### config.mk
export PLATFORM = sky130hd
export DESIGN_NAME = sram_port_arbiter
export DESIGN_NICKNAME = d
export VERILOG_FILES = /design/src/rtl/sram_port_arbiter.sv
export SDC_FILE = /design/constraint.sdc
export NUM_CORES = 1
export LEC_CHECK = 0
export ABC_AREA = 1
export CAP_MARGIN = 25
export CORE_ASPECT_RATIO = 0.6
export CORE_MARGIN = 2
export CORE_UTILIZATION = 42
export DETAILED_ROUTE_END_ITERATION = 8
export GPL_TIMING_DRIVEN = 0
export PLACE_DENSITY_LB_ADDON = 0.2
export SYNTH_ARGS = -nofsm -noshare
export SYNTH_HDL_FRONTEND = slang
export SYNTH_SLANG_ARGS = --single-unit
### constraint.sdc
create_clock -name clk -period 1.8 [get_ports clk]
set_clock_uncertainty 0.1 [all_clocks]
set_input_delay 0.36 -clock clk [delete_from_list [all_inputs] [get_ports clk]]
set_output_delay 0.36 -clock clk [all_outputs]
set_load 0.005 [all_outputs]
### src/rtl/sram_port_arbiter.sv
// sram_port_arbiter
//   Shares one external 8-bit async SRAM between two req/ack requesters
//   (port A: CPU memory cycles, port B: loader / DMA). Each granted access
//   runs IDLE -> SETUP -> STROBE (STROBE_CYCLES) -> HOLD -> IDLE with all
//   SRAM pins and acks driven from registers.
//
// Ports
//   clk, reset                  clock, synchronous active-high reset
//   a_req/a_we/a_addr/a_wdata   port A request (level, held until a_ack)
//   a_ack, a_rdata              port A completion pulse, read data
//   b_*                         same as port A, for port B
//   sram_addr/sram_dout/sram_doe  SRAM address, write data, pad drive enable
//   sram_din                    data sampled from the SRAM bus
//   n_sram_ce/oe/we             active-low SRAM strobes
//   owner                       port of current/last grant (0=A, 1=B)
module sram_port_arbiter #(
  parameter int unsigned STROBE_CYCLES = 2,
  parameter int unsigned ADDR_W        = 18
) (
  input  logic              clk,
  input  logic              reset,
  input  logic              a_req,
  input  logic              a_we,
  input  logic [ADDR_W-1:0] a_addr,
  input  logic [7:0]        a_wdata,
  output logic              a_ack,
  output logic [7:0]        a_rdata,
  input  logic              b_req,
  input  logic              b_we,
  input  logic [ADDR_W-1:0] b_addr,
  input  logic [7:0]        b_wdata,
  output logic              b_ack,
  output logic [7:0]        b_rdata,
  output logic [ADDR_W-1:0] sram_addr,
  output logic [7:0]        sram_dout,
  output logic              sram_doe,
  input  logic [7:0]        sram_din,
  output logic              n_sram_ce,
  output logic              n_sram_oe,
  output logic              n_sram_we,
  output logic              owner
);

  typedef enum logic [1:0] {S_IDLE, S_SETUP, S_STROBE, S_HOLD} state_t;

  state_t r_state, w_state_nx;
  logic [3:0] r_cnt, w_cnt_nx;
  logic r_we, w_we_nx;

  logic              w_grant_b;
  logic [ADDR_W-1:0] w_addr_nx;
  logic [7:0]        w_dout_nx, w_a_rdata_nx, w_b_rdata_nx;
  logic              w_doe_nx, w_ce_nx, w_oe_nx, w_wen_nx, w_owner_nx;
  logic              w_a_ack_nx, w_b_ack_nx;

  // Sole requester wins; on a tie the port opposite to the last grant wins.
  assign w_grant_b = b_req & (~a_req | ~owner);

  // Output registers are loaded with the values belonging to the state being
  // entered, so every pin changes on the same edge as the state transition.
  always_comb begin
    w_state_nx   = r_state;
    w_cnt_nx     = r_cnt;
    w_we_nx      = r_we;
    w_addr_nx    = sram_addr;
    w_dout_nx    = sram_dout;
    w_owner_nx   = owner;
    w_a_rdata_nx = a_rdata;
    w_b_rdata_nx = b_rdata;
    w_doe_nx     = 1'b0;
    w_ce_nx      = 1'b1;
    w_oe_nx      = 1'b1;
    w_wen_nx     = 1'b1;
    w_a_ack_nx   = 1'b0;
    w_b_ack_nx   = 1'b0;
    case (r_state)
      S_IDLE: begin
        if (a_req | b_req) begin
          w_state_nx = S_SETUP;
          w_owner_nx = w_grant_b;
          w_we_nx    = w_grant_b ? b_we : a_we;
          w_addr_nx  = w_grant_b ? b_addr : a_addr;
          w_ce_nx    = 1'b0;
          if (w_we_nx) begin
            w_doe_nx  = 1'b1;
            w_dout_nx = w_grant_b ? b_wdata : a_wdata;
          end else begin
            w_oe_nx = 1'b0;
          end
        end
      end
      S_SETUP: begin
        w_state_nx = S_STROBE;
        w_cnt_nx   = 4'(STROBE_CYCLES - 1);
        w_ce_nx    = 1'b0;
        w_doe_nx   = r_we;
        w_wen_nx   = ~r_we;
        w_oe_nx    = r_we;
      end
      S_STROBE: begin
        w_ce_nx = 1'b0;
        w_doe_nx = r_we;
        if (r_cnt == 4'd0) begin
          // Edge ending the last strobe cycle: release strobes, capture, ack.
          w_state_nx = S_HOLD;
          w_a_ack_nx = ~owner;
          w_b_ack_nx = owner;
          if (!r_we) begin
            if (owner) w_b_rdata_nx = sram_din;
            else       w_a_rdata_nx = sram_din;
          end
        end else begin
          w_cnt_nx = r_cnt - 4'd1;
          w_wen_nx = ~r_we;
          w_oe_nx  = r_we;
        end
      end
      S_HOLD: begin
        w_state_nx = S_IDLE;
      end
      default: w_state_nx = S_IDLE;
    endcase
  end

  always_ff @(posedge clk) begin
    if (reset) begin
      r_state   <= S_IDLE;
      r_cnt     <= '0;
      r_we      <= 1'b0;
      sram_addr <= '0;
      sram_dout <= '0;
      sram_doe  <= 1'b0;
      n_sram_ce <= 1'b1;
      n_sram_oe <= 1'b1;
      n_sram_we <= 1'b1;
      owner     <= 1'b1;
      a_ack     <= 1'b0;
      b_ack     <= 1'b0;
      a_rdata   <= '0;
      b_rdata   <= '0;
    end else begin
      r_state   <= w_state_nx;
      r_cnt     <= w_cnt_nx;
      r_we      <= w_we_nx;
      sram_addr <= w_addr_nx;
      sram_dout <= w_dout_nx;
      sram_doe  <= w_doe_nx;
      n_sram_ce <= w_ce_nx;
      n_sram_oe <= w_oe_nx;
      n_sram_we <= w_wen_nx;
      owner     <= w_owner_nx;
      a_ack     <= w_a_ack_nx;
      b_ack     <= w_b_ack_nx;
      a_rdata   <= w_a_rdata_nx;
      b_rdata   <= w_b_rdata_nx;
    end
  end

endmodule

==> out/results.env, run 1 <==
DETAILED_PLACE.AREA_MM2=0.003816
POSTSYNTHCELLCOUNT=382
MAX_SLEW_HEADROOM=0.6851
CRITICAL_PATH_REQUIRED_NS=1.34
GRT-OVFL-TOTAL=0
GP_CONGESTION=0.8089
CLK_PIN_SLEW_NS=0.10
HOLDCRITSTARTPOINT='reset'
POWER_LEAKAGE_nW=1.750
SYN-CELL-AREA_MM2=0.002580
PORTBUFFERS=113
DRT.ANTENNA.VIOLATING_NETS=0
SYNTH_FF_TYPE='sky130_fd_sc_hd__dfxtp_1'
TIMING.CRITICAL_PATH.SLOWEST_STAGE_CELL='sky130_fd_sc_hd__clkdlybuf4s50_1'
CTSHOLDBUFFERS=0
GLOBAL_ROUTE_WIRE_LENGTH_BEFORE_REPAIR_UM=12320
WORSTHOLDPATHTYPE='input pin to flip-flop'
CPLARGESTDELAYFAMILY='buffers and inverters'
TIMING_MAX_TRANSITION_VIOLATIONS_FINAL=0
FLOW.AREA_GROWTH_FROM_SYNTHESIS_PCT=52.72
DRT_ITER0_MARKERS=147
WORSTHOLDPATHCELLS=2
GRT.MET2_USAGE=0.3605
CRIT_TYPE='flip-flop to primary output'
POST_SYNTH_XOR_AREA_FRACTION=0
FINAL_WORST_PATH_PERIOD_SHARE=0.9318
CTS-BUFFERS-INSERTED=5
START_UTIL=0.4280
CRITPATHARRIVALTIME_NS=1.22
MIN_DELAY_WORST_ENDPOINT='r_cnt[1]'
TIMING.SETUP.TNS_NS=0
TOTAL_NUMBER_OF_VIAS=2759
INSTANCES_NO_FILL=587
TOTAL_NUMBER_OF_H_TREE_LEVELS=2
GLOBALROUTEMET3UTIL=0.05131
POSTLAYOUTCELLAREA_MM2=0.003940
POST-ROUTE-MIN-PERIOD_NS=1.677
DRC=0
VIAS_IN_THE_FIRST_GLOBAL_ROUTE=2684
SYNTH_NETS=455
WORSTREG2REGEND='sram_addr[6]'
SYNTH-ADDER-AREA-SHARE=0.03395
YOSYS_WARNINGS=0
SETUP.WORST_PATH.START_CLASS='flip-flop'
ANTENNA_CELLS_INSERTED=0
TIMING.CRITICAL_PATH.CELLS='clkdlybuf4s50_1'
REPORT.FINAL.SETUP_VIOL=0
WHS_NS=0.2498
CRITICAL_PATH.N_BUFFERS_INVERTERS=1
SYNTH_COMPOUND_GATE_AREA_SHARE=0.08923
CORE_AREA_MM2=0.006028
REGTOREGSETUPSLACK_NS=0.13
DP_WORST_SETUP_SLACK_NS=-0.1064
MAX_CAP_VIOL_COUNT=0
DRT_FIRST_PASS_ITERS=4
WIRELENGTH_UM=7274
TIMING.FMAX_MHz=596.2
CLK_ROOT_BUFFER_CELL='sky130_fd_sc_hd__clkbuf_8'
SYNTH-SIMPLE-AREA-SHARE=0.3598
POWERDENSITY_mW_PER_MM2=1215
SYNTH.DISTINCT_CELLS=21
ANTENNA_FOUND_INITIAL=0
CPPEAKSTAGEDELAY_NS=0.52
ROUTE.DETAILED.VIAS_PER_INST=4.700
N_FILL_CELL=529
TOTAL_POWER_mW=4.786
FP.DIEW_UM=105.2
CLKLATENCYLATEPIN_NS=0.31
POWER.IR.VDD_WORST_uV=636.6
GR-MAX-USAGE-LAYER='met2'
ASYNC_SET_OR_RESET_FLOP_FRACTION_IN_THE_SYNTHESIZED_NETLIST=0
GROUTE.USAGE.OVERALL=0.2235
LAYOUT.NETS=575
FIN_UTIL=0.6536
NUMCLOCKSINKS=56
SITE_ROW_COUNT=22
SYNTH_AREA_PER_CELL_UM2=6.754
CLOCK_TREE_FROM_TRITONCTS='done'
YOSYS_REG_BITS=56
RUN_STATUS='complete, no violations'
FINAL.SETUP.WORST_SLACK_NS=0.1228
GRT_MAX_DEGREE=17
SYNTH_EDF_COUNT=0
WORST_SETUP_PATH_END_KIND='primary output'
DIE_AREA_MM2=0.006806
CLOCK_BUFFER_DEPTH=2
PLACED_CELLS_INCL_TAPS=579
WIRE_PER_INST_UM=12.39
WORST_SLEW_PIN_SLEW_NS=0.4724
MUXSHAREOFSYNTHAREA=0
LAYOUT_CELLS_SIZED_ABOVE_1=0.06958
SYNTH_TOP_FAMILY_BY_AREA='simple AND/OR/NAND/NOR gates'
FINALHOLDVIOLATIONS=0
SETUP_REPAIR_AFTER_GLOBAL_ROUTING_MISSED_ITS_MARGIN='no'
DIE_Y_EXTENT_UM=64.71
CRITICAL_PATH_PEAK_FANOUT=6
REG2REG_FROM='r_state[0]'
GLOBAL_ROUTE.USAGE.MET1=0.2996
FF2FF_PATH_DEPTH=9
IOS=115
DPL.HPWL_UM=5673
SYNTH_SEQUENTIAL_AREA_RATIO=0.4345
-- synth_stat cells, types with 3 or more instances --
cell type,number,area [um2]
sky130_fd_sc_hd__a21oi_1,26,130.1
sky130_fd_sc_hd__buf_2,5,25.02
sky130_fd_sc_hd__buf_4,6,45.04
sky130_fd_sc_hd__clkbuf_1,5,18.77
sky130_fd_sc_hd__dfxtp_1,56,1121
sky130_fd_sc_hd__ha_1,7,87.58
sky130_fd_sc_hd__inv_1,25,93.84
sky130_fd_sc_hd__nand2_1,150,563.0
sky130_fd_sc_hd__nand3_1,6,30.03
sky130_fd_sc_hd__nand4_1,3,18.77
sky130_fd_sc_hd__nor2_1,43,161.4
sky130_fd_sc_hd__nor2_2,3,18.77
sky130_fd_sc_hd__nor3_1,18,90.09
sky130_fd_sc_hd__o21ai_0,18,90.09
-- worst reg2reg max path: cells and delay by family (launching register included) --
family	cells	cell delay (ns)
buf+inv	5	0.57
simple gates	2	0.25
compound gates	1	0.06
fa+ha+maj	1	0.21
flops	1	0.35
-- layout make-up --
type                            count  area (um2)  share of cell area
Inverter                           27       101.3             0.02572
Sequential cell                    56        1124              0.2852
Multi-Input combinational cell    281        1269              0.3220
Timing Repair Buffer              113        1131              0.2871
Clock inverter                      1       7.507            0.001905
Tap cell                           84       105.1             0.02668
Buffer                             18       116.4             0.02953
Clock buffer                        7       86.33             0.02191
-- worst max-delay path by stage --
stage	startpoint	end	slack [ns]	cells past startpoint
final	owner	owner	0.12	1
after global routing	r_state[0]	sram_addr[9]	0.02	9
after CTS	owner	owner	0.04	1
after detailed placement	b_req	sram_addr[6]	-0.11	8
after global placement	b_req	sram_addr[9]	-0.08	8
after floorplan	r_state[0]	r_we	0.31	9
-- layout by cell type, fill, tap and decap left out, types with 3 or more instances in the layout --
| master | Yosys | routed |
|---|---|---|
| sky130_fd_sc_hd__nand3_1 | 6 | 6 |
| sky130_fd_sc_hd__buf_4 | 6 | 5 |
| sky130_fd_sc_hd__clkbuf_8 | 0 | 6 |
| sky130_fd_sc_hd__nor2_1 | 43 | 43 |
| sky130_fd_sc_hd__inv_1 | 25 | 24 |
| sky130_fd_sc_hd__buf_6 | 2 | 3 |
| sky130_fd_sc_hd__o21ai_0 | 18 | 18 |
| sky130_fd_sc_hd__ha_1 | 7 | 6 |
| sky130_fd_sc_hd__inv_2 | 2 | 3 |
| sky130_fd_sc_hd__a21oi_1 | 26 | 26 |
| sky130_fd_sc_hd__nand2_1 | 150 | 150 |
| sky130_fd_sc_hd__clkbuf_1 | 5 | 5 |
| sky130_fd_sc_hd__dfxtp_1 | 56 | 54 |
| sky130_fd_sc_hd__nor3_1 | 18 | 18 |
| sky130_fd_sc_hd__clkdlybuf4s50_1 | 0 | 113 |
| sky130_fd_sc_hd__buf_2 | 5 | 5 |
| sky130_fd_sc_hd__nand4_1 | 3 | 3 |
-- kinds of logic after synthesis --
family                   after synthesis
AO/OA/AOI/OAI                         46
adder cells (fa/ha/maj)                7
flip-flops                            56
AND/OR/NAND/NOR                      228
buffers and inverters                 45
-- flip-flops by register name (all words and copies together), names as in the netlist --
register   flops
a_ack          1
a_rdata        8
b_ack          1
b_rdata        8
n_sram_ce      1
n_sram_oe      1
n_sram_we      1
owner          1
r_cnt          4
r_state        2
r_we           1
sram_addr     18
sram_doe       1
sram_dout      8
-- repair_timing --
action / in CTS / in global routing
resized for setup: 1 / 9
endpoints found under the hold margin: 0 / 0
setup buffers: 0 / 0
endpoints found under the setup margin: 2 / 33
-- power by group --
group | total (mW) | switching, mW | internal [mW]
combinational | 2.33 | 1.23 | 1.10
clock | 0.719 | 0.405 | 0.314
sequential | 1.74 | 0.181 | 1.56
total | 4.79 | 1.81 | 2.97
-- per-layer routing --
metal	wire [um]	vias up
met2	3138	75
met5	0	-
li1	-	1429
met4	118	0
met1	3622	1241
met3	395	14
(Power assumes the default switching activity.)
==> run 2: changes to the inputs <==
--- a/config.mk
+++ b/config.mk
@@ -16,3 +16,4 @@
 export SYNTH_ARGS = -nofsm -noshare
 export SYNTH_HDL_FRONTEND = slang
 export SYNTH_SLANG_ARGS = --single-unit
+export TNS_END_PERCENT = 20
==> results of run 2 <==
Same layout as run 1: the final DEF is identical, and so are final timing and power.
